File: src/rtl/tpic_readback_pkg.sv
// Shared definitions for the TPIC chain readback monitor.
//   state_t      : monitor FSM state encoding
//   ERR_CNT_MAX  : saturation value of the error event counter
//   clog2()      : bit width needed to hold values 0..value-1
package tpic_readback_pkg;

    // S_OFF is entered while monitoring is disabled.  It behaves exactly like
    // S_IDLE (no reference held) and falls into S_IDLE once enable returns.
    typedef enum logic [1:0] {
        S_IDLE  = 2'd0,
        S_ARMED = 2'd1,
        S_OFF   = 2'd2
    } state_t;

    localparam logic [7:0] ERR_CNT_MAX = 8'd255;

    function automatic int clog2(input int value);
        int r;
        r = 0;
        while ((1 << r) < value) begin
            r = r + 1;
        end
        return r;
    endfunction

endpackage

File: src/rtl/tpic_readback_edge.sv
// edge_sync: registers an asynchronous-ish control line twice and flags its
// rising edge.
//   clk   : system clock
//   reset : asynchronous active-low reset
//   sig   : raw input line
//   rise  : high for one clk when the registered line goes 0 -> 1
module edge_sync (
    input  logic clk,
    input  logic reset,
    input  logic sig,
    output logic rise
);

    logic sig_q;
    logic sig_d;

    always_ff @(posedge clk or negedge reset) begin
        if (!reset) begin
            sig_q <= 1'b0;
            sig_d <= 1'b0;
        end else begin
            sig_q <= sig;
            sig_d <= sig_q;
        end
    end

    assign rise = sig_q & ~sig_d;

endmodule

File: src/rtl/tpic_readback.sv
// tpic_readback: captures the serial stream returned by a TPIC shift-register
// chain, frames it with the latch strobe and compares each complete frame
// with the memory vector that was being shifted out one frame earlier.
//   clk      : system clock (same clock as the TPIC driver)
//   reset    : asynchronous active-low reset
//   enable   : monitoring active
//   sclk     : TPIC shift clock as driven onto the chain
//   rck      : TPIC latch strobe
//   miso     : serial return from the end of the chain
//   data     : memory vector currently feeding the chain driver
//   clr_err  : one-cycle clear of mismatch, len_err and err_cnt
//   rb_data  : last complete captured frame (first bit received in MSB)
//   rb_valid : one-cycle pulse when rb_data and the compare result update
//   mismatch : sticky, a full frame differed from its reference
//   len_err  : sticky, a frame ended with the wrong bit count
//   err_cnt  : saturating count of mismatch and length error events
module tpic_readback
    import tpic_readback_pkg::*;
#(
    parameter int WIDTH = 300
) (
    input  logic             clk,
    input  logic             reset,
    input  logic             enable,
    input  logic             sclk,
    input  logic             rck,
    input  logic             miso,
    input  logic [WIDTH-1:0] data,
    input  logic             clr_err,
    output logic [WIDTH-1:0] rb_data,
    output logic             rb_valid,
    output logic             mismatch,
    output logic             len_err,
    output logic [7:0]       err_cnt
);

    localparam int               CNT_W    = clog2(WIDTH + 2);
    localparam logic [CNT_W-1:0] CNT_FULL = CNT_W'(WIDTH);
    localparam logic [CNT_W-1:0] CNT_SAT  = CNT_W'(WIDTH + 1);

    logic             sclk_rise;
    logic             rck_rise;
    logic             miso_q;
    logic             miso_d;
    logic [WIDTH-1:0] cap;
    logic [WIDTH-1:0] ref_q;
    logic [WIDTH-1:0] cur_ref;
    logic [CNT_W-1:0] bit_cnt;
    state_t           state;

    logic frame_end;
    logic frame_full;
    logic cmp_fail;
    logic len_fail;
    logic any_fail;

    edge_sync u_sclk_sync (
        .clk   (clk),
        .reset (reset),
        .sig   (sclk),
        .rise  (sclk_rise)
    );

    edge_sync u_rck_sync (
        .clk   (clk),
        .reset (reset),
        .sig   (rck),
        .rise  (rck_rise)
    );

    // miso gets the same two-stage delay as the edge detectors, so miso_d is
    // the value present while sclk_d was still low (before the chain shifted).
    always_ff @(posedge clk or negedge reset) begin
        if (!reset) begin
            miso_q <= 1'b0;
            miso_d <= 1'b0;
        end else begin
            miso_q <= miso;
            miso_d <= miso_q;
        end
    end

    // A frame is judged only when a reference is held (S_ARMED).
    assign frame_end  = enable && rck_rise && (state == S_ARMED);
    assign frame_full = (bit_cnt == CNT_FULL);
    assign cmp_fail   = frame_end && frame_full && (cap != ref_q);
    assign len_fail   = frame_end && !frame_full;
    assign any_fail   = cmp_fail || len_fail;

    // Capture, bit counting and state sequencing
    always_ff @(posedge clk or negedge reset) begin
        if (!reset) begin
            state   <= S_IDLE;
            bit_cnt <= '0;
            cap     <= '0;
            ref_q   <= '0;
            cur_ref <= '0;
            rb_data <= '0;
            rb_valid <= 1'b0;
        end else begin
            rb_valid <= 1'b0;
            if (!enable) begin
                state   <= S_OFF;
                bit_cnt <= '0;
            end else if (rck_rise) begin
                // rck wins over a coincident sclk edge, which is dropped.
                bit_cnt <= '0;
                ref_q   <= cur_ref;
                state   <= S_ARMED;
                if (frame_end && frame_full) begin
                    rb_data  <= cap;
                    rb_valid <= 1'b1;
                end
            end else begin
                if (state == S_OFF) begin
                    state <= S_IDLE;
                end
                if (sclk_rise) begin
                    cap <= {cap[WIDTH-2:0], miso_d};
                    if (bit_cnt == '0) begin
                        cur_ref <= data;
                    end
                    if (bit_cnt != CNT_SAT) begin
                        bit_cnt <= bit_cnt + CNT_W'(1);
                    end
                end
            end
        end
    end

    // Sticky error status; a clear in the same cycle as a failure is applied
    // first so the new event survives.
    always_ff @(posedge clk or negedge reset) begin
        if (!reset) begin
            mismatch <= 1'b0;
            len_err  <= 1'b0;
            err_cnt  <= 8'd0;
        end else begin
            mismatch <= (mismatch && !clr_err) || cmp_fail;
            len_err  <= (len_err && !clr_err) || len_fail;
            if (clr_err) begin
                err_cnt <= any_fail ? 8'd1 : 8'd0;
            end else if (any_fail && (err_cnt != ERR_CNT_MAX)) begin
                err_cnt <= err_cnt + 8'd1;
            end
        end
    end

endmodule

File: config.mk
export PLATFORM = sky130hd
export DESIGN_NAME = tpic_readback
export DESIGN_NICKNAME = d
export VERILOG_FILES = /design/src/rtl/tpic_readback_pkg.sv /design/src/rtl/tpic_readback_edge.sv /design/src/rtl/tpic_readback.sv
export SDC_FILE = /design/constraint.sdc
export NUM_CORES = 2
export LEC_CHECK = 0
export CAP_MARGIN = 5
export CORE_ASPECT_RATIO = 1.2
export CORE_MARGIN = 2
export CORE_UTILIZATION = 45
export CTS_CLUSTER_DIAMETER = 80
export DETAILED_ROUTE_END_ITERATION = 16
export GPL_TIMING_DRIVEN = 1
export MAX_ROUTING_LAYER = met4
export PLACE_DENSITY = 0.67
export SLEW_MARGIN = 40
export SYNTH_ARGS = -nofsm -noshare
export SYNTH_HDL_FRONTEND = slang
export SYNTH_SLANG_ARGS = --single-unit
File: constraint.sdc
create_clock -name clk -period 2.8 [get_ports clk]
set_clock_uncertainty 0.1 [all_clocks]
set_input_delay 0.42 -clock clk [delete_from_list [all_inputs] [get_ports clk]]
set_output_delay 0.42 -clock clk [all_outputs]
set_load 0.005 [all_outputs]
==> reports/metrics.cfg <==
[synthesis]
yosys.area_share.simple=0.0197
synth_cell_types=41
synth_area_leaders=dfrtp_1 (61%), mux2_2 (20%), mux2_4 (9.0%), xor2_1 (5.4%), nor4_1 (1.0%)
synth_top_area_cell=dfrtp_1
synthMuxAreaShare=0.293
synth-compound-area-share=0.00198
synth_fa_ha_area_frac=0.00100
synth_area_sq_um=50000
synth_xor_area_frac=0.0539
syn_nets=3376
yosys_register_bits=1228
seq_area_frac_synth=0.614
synth.top_cell.area_share=0.614
syn_area_per_cell_sq_um=16.3
synth_warnings=0
netlist_instances=3065
synth_top_family_by_area=multiplexers

[worst_setup_path]
slowest_delay_ps=470
worstPathMaxFanout=4
cp_slowest_cell=nor4_4
crit_chain=xor2_2 -> nor4_4 -> nand4_1 -> nor4_2 -> nand3_2 -> nor3_2 -> buf_4 -> nor3_2 -> mux2_4
cpMostUsedCell=nor3_2
end_kind=flip-flop
crit_buf_inv=1
cp.arrival_ps=3390
crit_type=reg2reg
crit_family=simple AND/OR/NAND/NOR gates
worst_r2r_path_depth=9
worstSetupStartpointType=flip-flop
required_ps=3310
crit_cells=9

[cts]
cts_tree=built
h-tree-depth=3
clkTransAtPathRegs_ps=60
cts_root_buffer=clkbuf_16
cts_num_sinks=1228
numCtsBuffers=119
ctsLongestPathBuffers=3
clock_latency_ps=740

[drt]
via_count=29249
drc=0
avgRoutedWirePerCell_um=29.0
first_iter_violations=1868
ant_nets=0
routed_wl_mm=159
first_pass_iters=5
avgViaCountPerCell=5.32

[timing]
rsz0062_at_grt=true
whs_ps=63.8
worstMarginPinSlew_ps=827
setup_tns_ps=-498
setup_ws_ps=-80.7
hold_violations=0
maxSlewViolCount=0
slew_headroom=0.447
max_freq_mhz=347
fin_crit_ps=2880
finalCritPeriodShare=1.03
setup_viol=8

[finish]
synthToLayoutAreaGrowth_pct=28.9
mostFrequentLayoutCells=dfrtp_1 (1227), mux2_2 (900), clkdlybuf4s50_1 (616)
drive_gt1_frac=0.424
nets=4249
layout_commonest_cell=dfrtp_1

[floorplan]
die_w_um=308
pin_count=618
rows=134
die_height_um=369
start_util=0.452
core-area_sq_um=111000
fp.dieArea_sq_um=114000

[status]
status=complete, but fails checks
violations=negative setup slack

[global_route]
grt_pass1_vias=30893
overflow=0
grt_pass1_wl_mm=228
antenna_found_initial=33
grt_max_degree=85
grt_use_total=0.290

[placement]
port-buffer-count=617
dp_hpwl_mm=119
gp_congestion=0.879

[job]
cap_violations=0

[worst_hold_path]
hold_path_class=in2reg
holdPathStages=1

[power_and_ir_drop]
leakage_nw=31.6
peakVddDrop_mv=0.576
powerDensity_nw_per_um2=747

[routing by layer]
layer,part of all wire,track usage,up-vias
met5,0,-,-
met4,0.032,0.0930,0
met3,0.051,0.0501,201
met2,0.49,0.463,774
met1,0.43,0.378,15620
li1,-,-,12654
[worst paths after layout]
| path | from | end | slack (ps) |
|---|---|---|---|
| hold reg to reg | miso_q | miso_d | 260 |
| min in group asynchronous | reset | cur_ref[247] | 190 |
| max in group asynchronous | reset | rb_data[194] | 1380 |
| hold / removal | sclk | u_sclk_sync.sig_q | 60 |
| setup reg to reg | ref_q[266] | err_cnt[4] | -80 |
| setup / recovery | ref_q[266] | err_cnt[4] | -80 |
[synthesized netlist by cell type, drive strengths merged]
library cell  instances
nand2                13
o21ai                 1
mux2i                 1
a211oi                1
inv                   4
ha                    4
nor2                 14
o31ai                 3
xnor2                 2
a22o                  1
o2bb2ai               1
nand4                21
and3                  6
or3                   2
o21a                  1
dfrtp              1228
buf                  37
a31oi                 1
or2                   1
nand4b                1
nor3b                 2
or4                   3
clkbuf              100
nor3                  6
nor4                 80
xor2                306
nand3b                1
o21bai                1
and4                  1
nor4b                 1
a21oi                 5
nand2b                3
nor2b                 3
nand3                 8
mux2               1202
[registers in the layout, indices dropped and copies added (netlist names), 2 cells and up]
name / count
ref_q: 300
state: 2
err_cnt: 8
bit_cnt: 9
cur_ref: 300
rb_data: 300
cap: 300
[worst reg2reg max path, cell delays in order, from the launching register on]
cell and delay [ps]:
dfrtp_1 410, xor2_2 220, nor4_4 480, nand4_1 410, nor4_2 280, nand3_2 200
nor3_2 140, buf_4 160, nor3_2 50, mux2_4 310
[area by class of cell]
cell class | count | area, sq um
antenna | 28 | 70.1
multi-input combinational | 1696 | 18900
sequential | 1228 | 30700
inverter | 4 | 15.0
fill | 8788 | 46200
clock buffer | 185 | 3650
clock inverter | 35 | 397
timing repair buffer | 889 | 8940
tap | 1428 | 1790
[where the power goes]
| group | total (mW) | internal, mW | switching, mW |
|---|---|---|---|
| registers | 22.6 | 20.6 | 2.01 |
| clock network | 16.6 | 9.58 | 7.07 |
| logic | 8.90 | 4.79 | 4.11 |
| total | 48.1 | 34.9 | 13.2 |
[kinds of logic after synthesis]
family	count (synthesis)
multiplexers	1203
adder cells (fa/ha/maj)	4
AO/OA/AOI/OAI	15
flip-flops	1228
XOR/XNOR	308
buffers and inverters	141
AND/OR/NAND/NOR	166
[repair_timing]
| item | CTS | global route |
|---|---|---|
| gates cloned | 0 | 0 |
| hold endpoints to repair | 201 | 0 |
| hold buffers | 2 | 0 |
| setup endpoints to repair | 9 | 9 |
| resized for setup | 38 | 10 |
| setup buffers | 2 | 2 |
| pin swaps | 15 | 7 |
[metrics by stage]
| stage | utilization | setup slack [ps] | instance area [sq um] | instances | total power, mW |
|---|---|---|---|---|---|
| 5_1_grt | 0.582 | -165 | 64400 | 5491 | 49.9 |
| 3_3_place_gp | 0.542 | -1140 | 60000 | 5242 | 31.4 |
| 4_1_cts | 0.581 | -89.6 | 64300 | 5463 | 48.4 |
| 2_1_floorplan | - | 451 | 50000 | 3065 | 26.8 |
| 6_report | 0.582 | -80.7 | 64400 | 5493 | 48.1 |
| 3_5_place_dp | 0.542 | -652 | 60000 | 5242 | 31.6 |
Note: power is estimated with default switching activity, not from simulation.
